## config.mk

```make
export PLATFORM = sky130hd
export DESIGN_NAME = pdm_capture_sequencer
export DESIGN_NICKNAME = d
export VERILOG_FILES = /design/src/rtl/pdm_capture_sequencer.sv
export SDC_FILE = /design/constraint.sdc
export NUM_CORES = 1
export LEC_CHECK = 0
export ABC_AREA = 1
export BUFFER_PORTS_ARGS = -buffer_cell sky130_fd_sc_hd__buf_4
export CORE_MARGIN = 5
export CORE_UTILIZATION = 50
export CTS_CLUSTER_DIAMETER = 30
export DETAILED_ROUTE_END_ITERATION = 8
export PLACE_DENSITY = 0.71
export SLEW_MARGIN = 20
export SYNTH_ARGS = -nofsm -noshare
export SYNTH_HDL_FRONTEND = slang
export SYNTH_SLANG_ARGS = --single-unit
```

## constraint.sdc

```tcl
create_clock -name clk -period 7.5 [get_ports clk]
set_clock_uncertainty 0.2 [all_clocks]
set_input_delay 1.5 -clock clk [delete_from_list [all_inputs] [get_ports clk]]
set_output_delay 1.5 -clock clk [all_outputs]
set_load 0.01 [all_outputs]
```

## src/rtl/pdm_capture_sequencer.sv

```systemverilog
// rtl/pdm_capture_sequencer.sv - PDM capture sequencer: warm-up discard, framed sample capture, FIFO drain.
// Optional feature macro: PDM_SEQ_AUTO_REARM_EN (frame end reloads the counter and keeps capturing).
module pdm_capture_sequencer #(
  parameter int DATA_WIDTH     = 16,
  parameter int FIFO_DEPTH     = 16,
  parameter int COUNT_WIDTH    = 16,
  parameter int WARMUP_SAMPLES = 256
) (
  input  logic                            clk,
  input  logic                            rst_n,
  input  logic                            start,
  input  logic                            stop,
  input  logic [COUNT_WIDTH-1:0]          num_samples,
  output logic                            mic_en,
  input  logic [DATA_WIDTH-1:0]           pcm_in,
  input  logic                            pcm_ready,
  output logic [DATA_WIDTH-1:0]           m_data,
  output logic                            m_last,
  output logic                            m_valid,
  input  logic                            m_ready,
  output logic                            busy,
  output logic                            done,
  output logic                            overflow,
  output logic [$clog2(FIFO_DEPTH):0]     fifo_level
);

  localparam int AW = $clog2(FIFO_DEPTH);
  localparam int LW = AW + 1;

  typedef enum logic [1:0] {S_IDLE, S_WARMUP, S_CAPTURE, S_DRAIN} state_t;

  state_t                 state_q, state_d;
  logic [COUNT_WIDTH-1:0] num_q;
  logic [COUNT_WIDTH-1:0] sample_cnt_q, sample_cnt_d;
  logic [COUNT_WIDTH-1:0] warm_cnt_q, warm_cnt_d;
  logic                   overflow_q, overflow_d;
  logic                   done_q, done_d;

  // Each entry holds {last, sample}.
  logic [DATA_WIDTH:0]    mem [FIFO_DEPTH];
  logic [AW-1:0]          wr_ptr_q, rd_ptr_q;
  logic [LW-1:0]          level_q;
  logic [DATA_WIDTH:0]    head;
  logic                   fifo_full, push, pop, sample_last;

  assign fifo_full   = (level_q == LW'(FIFO_DEPTH));
  assign m_valid     = (level_q != '0);
  assign pop         = m_valid && m_ready;
  assign head        = mem[rd_ptr_q];
  assign m_data      = m_valid ? head[DATA_WIDTH-1:0] : '0;
  assign m_last      = m_valid ? head[DATA_WIDTH] : 1'b0;
  assign mic_en      = (state_q == S_WARMUP) || (state_q == S_CAPTURE);
  assign busy        = (state_q != S_IDLE);
  assign done        = done_q;
  assign overflow    = overflow_q;
  assign fifo_level  = level_q;
  // A zero frame length means continuous capture, so no sample is ever tagged last.
  assign sample_last = (num_q != '0) && (sample_cnt_q == num_q - COUNT_WIDTH'(1));

  // Next-state, counter and push decisions for the capture sequence.
  always_comb begin
    state_d      = state_q;
    sample_cnt_d = sample_cnt_q;
    warm_cnt_d   = warm_cnt_q;
    overflow_d   = overflow_q;
    done_d       = 1'b0;
    push         = 1'b0;
    case (state_q)
      S_IDLE: begin
        if (start) begin
          sample_cnt_d = '0;
          warm_cnt_d   = '0;
          overflow_d   = 1'b0;
          state_d      = (WARMUP_SAMPLES == 0) ? S_CAPTURE : S_WARMUP;
        end
      end
      S_WARMUP: begin
        if (stop) begin
          state_d = S_IDLE;
          done_d  = 1'b1;
        end else if (pcm_ready) begin
          if (warm_cnt_q == COUNT_WIDTH'(WARMUP_SAMPLES - 1)) state_d = S_CAPTURE;
          else warm_cnt_d = warm_cnt_q + COUNT_WIDTH'(1);
        end
      end
      S_CAPTURE: begin
        if (pcm_ready) begin
          // A dropped sample still advances the count so frame length stays aligned to the mic.
          sample_cnt_d = sample_cnt_q + COUNT_WIDTH'(1);
          if (fifo_full) overflow_d = 1'b1;
          else push = 1'b1;
          if (sample_last) begin
`ifdef PDM_SEQ_AUTO_REARM_EN
            sample_cnt_d = '0;
            done_d       = 1'b1;
`else
            state_d      = S_DRAIN;
`endif
          end
        end
        if (stop) state_d = S_DRAIN;
      end
      S_DRAIN: begin
        if ((level_q == '0) || ((level_q == LW'(1)) && pop)) begin
          state_d = S_IDLE;
          done_d  = 1'b1;
        end
      end
      default: state_d = S_IDLE;
    endcase
  end

  // Sequencer state, counters and status flags.
  always_ff @(posedge clk or negedge rst_n) begin
    if (!rst_n) begin
      state_q      <= S_IDLE;
      num_q        <= '0;
      sample_cnt_q <= '0;
      warm_cnt_q   <= '0;
      overflow_q   <= 1'b0;
      done_q       <= 1'b0;
    end else begin
      state_q      <= state_d;
      sample_cnt_q <= sample_cnt_d;
      warm_cnt_q   <= warm_cnt_d;
      overflow_q   <= overflow_d;
      done_q       <= done_d;
      if ((state_q == S_IDLE) && start) num_q <= num_samples;
    end
  end

  // FIFO pointers and occupancy; full is judged before any same-cycle pop.
  always_ff @(posedge clk or negedge rst_n) begin
    if (!rst_n) begin
      wr_ptr_q <= '0;
      rd_ptr_q <= '0;
      level_q  <= '0;
    end else begin
      if (push) wr_ptr_q <= wr_ptr_q + AW'(1);
      if (pop)  rd_ptr_q <= rd_ptr_q + AW'(1);
      level_q <= level_q + LW'(push) - LW'(pop);
    end
  end

  // FIFO storage; outputs are masked while empty so no reset is needed here.
  always_ff @(posedge clk) begin
    if (push) mem[wr_ptr_q] <= {sample_last, pcm_in};
  end

endmodule

```

==> results of run 1 <==
-- report_power, final --
group	internal [mW]	total, mW	leakage, nW	switching, mW
clock	1.81	2.75	1.01	0.940
sequential	2.15	2.30	3.33	0.154
combinational	0.706	2.03	2.21	1.32
-- Yosys cell counts (all sizes together), types with 3 or more instances --
master | n | area, um^2
xor2 | 19 | 166.4
a211oi | 3 | 22.52
o31ai | 4 | 30.03
o22ai | 19 | 118.9
clkinv | 4 | 15.01
nand4 | 15 | 100.1
dfrtp | 65 | 1627
a31oi | 3 | 18.77
nand2 | 133 | 511.7
nor3 | 18 | 105.1
xnor2 | 7 | 61.31
ha | 18 | 225.2
nand3 | 51 | 267.8
nor2 | 223 | 862.1
o21ai | 181 | 905.9
buf | 6 | 26.27
edfxtp | 272 | 8168
o221ai | 50 | 437.9
inv | 89 | 334.1
clkbuf | 53 | 198.9
a21oi | 35 | 175.2
-- metrics by stage --
stage	std cells	area (um^2)
2_1_floorplan	1281	14490
3_3_place_gp	1692	15430
3_5_place_dp	1692	15430
4_1_cts	1806	17540
5_1_grt	1806	17540
6_report	1806	17540
-- final timing paths --
check,startpoint,endpoint,slack (ps)
worst max-delay path,rd_ptr_q[0],m_data[11],1990
max in group asynchronous,rst_n,rd_ptr_q[0],5600
worst min-delay path,warm_cnt_q[5],warm_cnt_q[5],340
worst max register to register,state_q[0],fifo_level[4],4280
worst min register to register,warm_cnt_q[5],warm_cnt_q[5],340
min in group asynchronous,rst_n,rd_ptr_q[2],860
-- final cells by class --
type | count | share of cell area (%)
inverter | 93 | 2.004
clock inverter | 47 | 3.181
timing repair buffer | 86 | 3.680
multi-input combinational | 792 | 23.70
tap | 384 | 2.739
sequential | 337 | 55.86
clock buffer | 67 | 8.830
-- critical path: stages (launching register included) --
cell      delay, ps
dfrtp_4         750
clkinv_2        910
buf_4           630
o21ai_0         240
o22ai_1         100
nor2_1          110
nor2_1           50
o21ai_0         130
a21oi_1         130
buf_4           180
-- kinds of logic after synthesis --
group           Yosys count  share of synthesized area [%]
fa+ha+maj                19                          1.693
compound gates          299                          12.02
xor+xnor                 26                          1.572
flops                   337                          67.61
simple gates            448                          13.14
buf+inv                 152                          3.964
-- flip-flops by register name, indices dropped and copies added (netlist names), named ones only --
signal / count
done: 1
fifo_level: 5
mem: 272
num_q: 16
overflow: 1
rd_ptr_q: 4
sample_cnt_q: 16
state_q: 1
warm_cnt_q: 16
wr_ptr_q: 4
-- layer usage --
layer,vias up,global-route usage [%],wire (um)
li1,4789,-,-
met1,4981,27.63,14330
met2,397,35.03,16830
met3,81,3.755,2583
met4,0,6.685,811
met5,-,0,0
==> out/metrics.yaml, run 1 <==
status: "completed"
cts.repair.resized: 0
htreeDepth: 2
ios: 65
initialDrtViolationCount: 840
port_buffers: 64
grt_max_degree: 93
synth_cell_type_count: 41
slew_violations: 0
synth_edf_count: 272
routabilityCongestion: 0.8808
viasPerCell: 5.674
nNetsFinal: 1428
synthToLayoutAreaGrowth_pct: 21.09
setup_viol: 0
fmax_ghz: 0.1816
multiInputGateArea_um2: 4158
critPathCaptureType: "output port"
rows: 62
syn_inst: 1281
dieArea_um2: 32480
numCtsBuffers: 61
hold_viol: 0
drtAntennaViolNets: 0
timing.hold.ws_ps: 337.6
leakage_nw: 6.549
async_reset_ff_share_pct: 19.29
slew_headroom_pct: 32.92
routed_wl_um: 34550
hpwl_um: 19560
final_util_pct: 61.28
worstHoldPathType: "flip-flop to flip-flop"
insertion_delay_ps: 580
num_vias: 10250
p_per_area_nw_per_um2: 403.8
synth_flop_cell: "edfxtp_1"
routedWlPerCell_um: 19.13
hold_buffers: 0
grt_antenna_before_repair: 0
worst_pin_slew_ps: 1005
netlist_area_um2: 14490
path_class: "flip-flop to output port"
peakVddDrop_uv: 221.9
fin_ws_ps: 1993
core_region_area_um2: 28630
syn_nets: 1338
start_kind: "flip-flop"
seq_area_frac_synth_pct: 67.61
cp_max_fo: 78
clock_sinks: 337
ys_warn_count: 0
dieHeight_um: 180.2
drive_gt1_share_pct: 15.68
grt_overflow: 0
seq_area_um2: 9799
grt_pass1_wl_um: 54360
rsz0062_at_grt: "no"
dieWidth_um: 180.2
cts_tree: "built"
place_ws_ps: 2607
clk_pin_slew_ps: 50
hold_path_depth: 2
min_period_over_period_pct: 73.43
layout_commonest_cell: "edfxtp_1"
track_usage_pct: 20.78
start_util_pct: 50.61
grt_pass1_vias: 10310
r2r_cells: 13
post-route-drc-count: 0
fin_tns_setup_ps: 0
ys_seq_elements: 337
clk_path_buf_depth: 3
required_ps: 5800
final_cell_mix: "edfxtp_1 (272), nor2_1 (203), o21ai_0 (178)"
cts_root_buffer: "clkbuf_16"
post-cts-setup-buffers: 0
n_antenna_cell: 0
cap_violations: 0
syn_avg_cell_area_um2: 11.31
n_fill_cell: 2190
fin_crit_ps: 5507
power_mw: 7.083
arrival_ps: 3810
first_pass_iters: 6
Power figures use the tool's default switching activity.
==> inputs of run 2 (changes only) <==
==> constraint.sdc (replaced) <==
create_clock -name clk -period 5.35 [get_ports clk]
set_clock_uncertainty 0.2 [all_clocks]
set_input_delay 1.07 -clock clk [delete_from_list [all_inputs] [get_ports clk]]
set_output_delay 1.07 -clock clk [all_outputs]
set_load 0.01 [all_outputs]
==> out/metrics.yaml, run 2 (synthesis results as in run 1) <==
fin_tns_setup_ps: 0  # unchanged
required_ps: 4080  # -1720 ps
n_fill_cell: 2237  # +2.1%
ff2ff_setup_slack_ps: 2130  # -2150 ps
grt_pass1_wl_um: 53850  # -0.94%
htreeDepth: 2  # unchanged
cts_root_buffer: "clkbuf_16"
critPathSlowestCell: "clkinv_2"
cp_cell_sequence: "clkinv_2 -> buf_12 -> o21ai_0 -> o221ai_1 -> nand3_1 -> a21oi_1 -> buf_4"
hpwl_um: 19560  # about the same
routabilityCongestion: 0.8473  # -3.8%
cts_tree: "built"
grt_pass1_vias: 9964  # -3.3%
core_region_area_um2: 28630  # unchanged
worstHoldPathType: "flip-flop to flip-flop"
worst_pin_slew_ps: 1044  # +38.86 ps
path_class: "flip-flop to output port"
insertion_delay_ps: 570  # about the same
setup_viol: 0  # unchanged
port_buffers: 64  # unchanged
track_usage_pct: 20.55  # -0.23 points
drive_gt1_share_pct: 15.57  # -0.12 points
synthToLayoutAreaGrowth_pct: 20.63
status: "completed"
slew_headroom_pct: 30.41  # -2.5 points
n_antenna_cell: 0  # unchanged
seq_area_um2: 9799  # unchanged
post-route-drc-count: 0  # unchanged
multiInputGateArea_um2: 4188  # +0.72%
clk_path_buf_depth: 3  # unchanged
drtAntennaViolNets: 0  # unchanged
peakVddDrop_uv: 340.8  # +54%
cap_violations: 0  # unchanged
initialDrtViolationCount: 955  # +14%
hold_buffers: 0  # unchanged
dieWidth_um: 180.2  # unchanged
numCtsBuffers: 56  # -8.2%
viasPerCell: 5.643  # -0.55%
post-cts-setup-buffers: 0  # unchanged
hold_viol: 0  # unchanged
start_util_pct: 50.61  # unchanged
clk_pin_slew_ps: 50  # about the same
arrival_ps: 3400  # -410 ps
cp_max_fo: 76  # -2.6%
min_period_over_period_pct: 87.28
routedWlPerCell_um: 18.93  # -1.1%
num_vias: 10110  # -1.4%
first_pass_iters: 5  # -1
dieHeight_um: 180.2  # unchanged
layout_commonest_cell: "edfxtp_1"
fmax_ghz: 0.2141
grt_overflow: 0  # unchanged
power_mw: 9.890  # +40%
leakage_nw: 6.506  # -0.65%
grt_antenna_before_repair: 0  # unchanged
p_per_area_nw_per_um2: 565.9  # +40%
dieArea_um2: 32480  # unchanged
rows: 62  # unchanged
slew_violations: 0  # unchanged
fin_crit_ps: 4670
clock_sinks: 337  # unchanged
regMostFlops: "mem"
nNetsFinal: 1418  # -0.70%
ios: 65  # unchanged
critPathCaptureType: "output port"
cts.repair.resized: 0  # unchanged
slowest_delay_ps: 750  # -160 ps
start_kind: "flip-flop"
final_cell_mix: "edfxtp_1 (272), nor2_1 (203), o21ai_0 (178)"
rsz0062_at_grt: "no"
routed_wl_um: 33900  # -1.9%
largest_register_ffs: 272  # unchanged
grt_max_degree: 103  # +11%
## run 2: routing by layer
| metal | part of all wire (%) | routed length (um) | GRT usage, % |
|---|---|---|---|
| met5 | 0 | 0 | 0 |
| met4 | 2.6 | 885 | 6.534 |
| met3 | 7.4 | 2509 | 4.602 |
| met2 | 47 | 15940 | 33.15 |
| met1 | 43 | 14560 | 28.09 |
## run 2: path summary, 6_finish.rpt
path,start,to,cells past startpoint
hold / removal,flip-flop,flip-flop,2
hold reg to reg,flip-flop,flip-flop,2
min in group asynchronous,rst_n,num_q[15],1
setup / recovery,rd_ptr_q[0],m_data[8],7
max in group asynchronous,rst_n,rd_ptr_q[1],1
setup reg to reg,state_q[0],mem[9][3],7
## run 2: report_power, final
group	leakage (nW)	total, mW	internal (mW)	switching [mW]
sequential	3.33	3.21	3.01	0.200
clock	0.988	3.81	2.47	1.33
combinational	2.19	2.88	1.00	1.88
total	6.51	9.89	6.48	3.41
## run 2: metrics by stage
step	setup slack, ps	area, um^2	utilization [%]	cells	hold WS [ps]
finish	680.3	17480	61.05	1791	334.6
floorplan	2186	14490	-	1281	289.5
global placement	1446	15410	53.83	1687	312.5
detailed placement	1348	15430	53.90	1687	324.7
global route	484.7	17480	61.05	1791	370.3
CTS	719.9	17470	61.01	1791	335.7
## run 2: layout make-up
type,instances,share of cell area (%)
flip-flops and latches,337,56.08
multi-input cells,792,23.96
inverters,93,2.005
repair buffers,81,3.551
clock buffers,57,8.162
clock inverters,47,3.494
well taps,384,2.749
## run 2: worst max-delay path: cells and delay by family, from the launching register on
| family | cells | cell delay, ps |
|---|---|---|
| buffers and inverters | 3 | 1420 |
| flip-flops | 1 | 690 |
| AO/OA/AOI/OAI | 3 | 500 |
| AND/OR/NAND/NOR | 1 | 160 |
==> inputs of run 3 (changes only) <==
--- a/config.mk
+++ b/config.mk
@@ -9,6 +9,7 @@
 export BUFFER_PORTS_ARGS = -buffer_cell sky130_fd_sc_hd__buf_4
 export CORE_MARGIN = 5
 export CORE_UTILIZATION = 50
+export CTS_BUF_LIST = sky130_fd_sc_hd__clkbuf_8
 export CTS_CLUSTER_DIAMETER = 30
 export DETAILED_ROUTE_END_ITERATION = 8
 export PLACE_DENSITY = 0.71
==> out/metrics.yaml, run 3 (synthesis results as in run 1) <==
combPwrFrac_pct: 33.5  # +4.4 points
layout.cells.non_filler: 1800  # +0.50%
slew_headroom_pct: 30.96  # +0.55 points
cap_violations: 0  # unchanged
clock_sinks: 337  # unchanged
grt_max_degree: 103  # unchanged
clockPowerShare_pct: 29.3  # -9.2 points
dieHeight_um: 180.2  # unchanged
routed-wl-met2_um: 15900  # -0.30%
cts_root_buffer: "clkbuf_8"
start_kind: "flip-flop"
dieWidth_um: 180.2  # unchanged
dieArea_um2: 32480  # unchanged
clk_path_buf_depth: 3  # unchanged
hpwl_um: 19560  # unchanged
insertion_delay_ps: 590  # +20 ps
n_antenna_cell: 0  # unchanged
first_pass_iters: 5  # unchanged
multiInputGateArea_um2: 4188  # unchanged
leakage_nw: 6.223  # -4.4%
fin_tns_setup_ps: 0  # unchanged
internal-power_mw: 5.426  # -16%
start_util_pct: 50.61  # unchanged
cts.repair.resized: 0  # unchanged
num_vias: 10050  # -0.56%
dp.cells: 1687  # unchanged
power.share.switching_pct: 36.77  # +2.3 points
required_ps: 4080  # about the same
viasPerCell: 5.583  # -1.1%
regMostFlops: "mem"
final_util_pct: 58.48  # -2.6 points
track_usage_pct: 20.30  # -0.25 points
layout_commonest_cell: "edfxtp_1"
cp_cell_sequence: "clkinv_2 -> buf_12 -> o21ai_0 -> o22ai_1 -> nor2_1 -> nor2_1 -> o21ai_0 -> a21oi_1 -> buf_4"
min_period_over_period_pct: 87.02  # -0.26 points
grt_overflow: 0  # unchanged
seq_power_share_pct: 37.3  # +4.9 points
routed_wl_um: 33680  # -0.63%
met3_length_um: 2245  # -11%
drive_gt1_share_pct: 14.76  # -0.81 points
p_per_area_nw_per_um2: 512.6  # -9.4%
worstHoldPathType: "flip-flop to flip-flop"
slew_violations: 0  # unchanged
rsz0062_at_grt: "no"
largest_register_ffs: 272  # unchanged
cts_tree: "built"
routabilityCongestion: 0.8473  # unchanged
core_region_area_um2: 28630  # unchanged
grt_pass1_vias: 9829  # -1.4%
hold_viol: 0  # unchanged
cp_max_fo: 76  # unchanged
nNetsFinal: 1422  # +0.28%
post-route-drc-count: 0  # unchanged
routedWlPerCell_um: 18.71  # -1.1%
final_cell_mix: "edfxtp_1 (272), nor2_1 (203), o21ai_0 (178)"
worst_pin_slew_ps: 1034  # -9.760 ps
m1WireLength_um: 14640  # +0.55%
numCtsBuffers: 60  # +7.1%
initialDrtViolationCount: 1012  # +6.0%
fin_crit_ps: 4656  # -14.10 ps
rows: 62  # unchanged
fmax_ghz: 0.2148  # +0.30%
grt_pass1_wl_um: 53010  # -1.6%
power.switching_mw: 3.156  # -7.4%
critPathSlowestCell: "clkinv_2"
arrival_ps: 3390  # about the same
critPathCaptureType: "output port"
port_buffers: 64  # unchanged
hold_buffers: 0  # unchanged
ios: 65  # unchanged
drtAntennaViolNets: 0  # unchanged
slowest_delay_ps: 740  # about the same
highest_layer: "met4"
seq_area_um2: 9799  # unchanged
setup_viol: 0  # unchanged
n_fill_cell: 2330  # +4.2%
synthToLayoutAreaGrowth_pct: 15.56
clk_pin_slew_ps: 60  # about the same
grt_antenna_before_repair: 0  # unchanged
path_class: "flip-flop to output port"
peakVddDrop_uv: 315.9  # -7.3%
htreeDepth: 2  # unchanged
status: "completed"
post-cts-setup-buffers: 0  # unchanged
-- run 3: changes by cell type in the layout (fill, tap and decap cells not counted), sizes merged --
cell,delta
bufinv,-4
clkbuf,+7
clkinv,+4
inv,+2
-- run 3: path summary, 6_finish.rpt --
kind,slack (ps),cells past startpoint,startpoint,end
setup / recovery,690,9,rd_ptr_q[0],m_data[11]
hold / removal,330,2,num_q[15],num_q[15]
setup reg to reg,2100,7,state_q[0],mem[9][3]
hold reg to reg,330,2,num_q[15],num_q[15]
max in group asynchronous,3950,1,rst_n,rd_ptr_q[0]
min in group asynchronous,380,1,rst_n,num_q[13]
-- run 3: per-stage QoR --
step                hold WS [ps]  total power [mW]  area (um^2)  setup slack [ps]
finish                     332.4             8.582        16740             694.4
global route               372.8             9.111        16740             458.2
CTS                        338.0             8.632        16730             654.7
detailed placement         324.7             6.103        15430              1348
global placement           312.5             6.036        15410              1446
floorplan                  289.5             5.114        14490              2186
-- run 3: routing by layer --
metal,up-vias,global-route usage (%)
met5,-,0
met4,0,6.624
met3,81,4.199
met2,366,32.89
met1,4840,27.77
li1,4763,-
-- run 3: power groups by stage --
stage / clock (mW) / combinational, mW / sequential, mW
final: 2.51 / 2.87 / 3.20
after global routing: 2.69 / 3.20 / 3.22
after CTS: 2.55 / 2.88 / 3.20
after detailed placement: 0 / 2.85 / 3.25
after global placement: 0 / 2.79 / 3.24
after floorplan: 0 / 1.94 / 3.17
-- run 3: layout make-up --
type,count,area share (%)
clock buffers,64,5.262
clock inverters,49,2.519
inverters,93,2.093
multi-input cells,792,25.01
flip-flops and latches,337,58.53
well taps,384,2.870
repair buffers,81,3.707
-- run 3: worst max-delay path, delay by kind of cell (launching register included) --
family / cells / cell delay [ps]
compound gates: 4 / 490
buf+inv: 3 / 1400
flops: 1 / 670
simple gates: 2 / 180
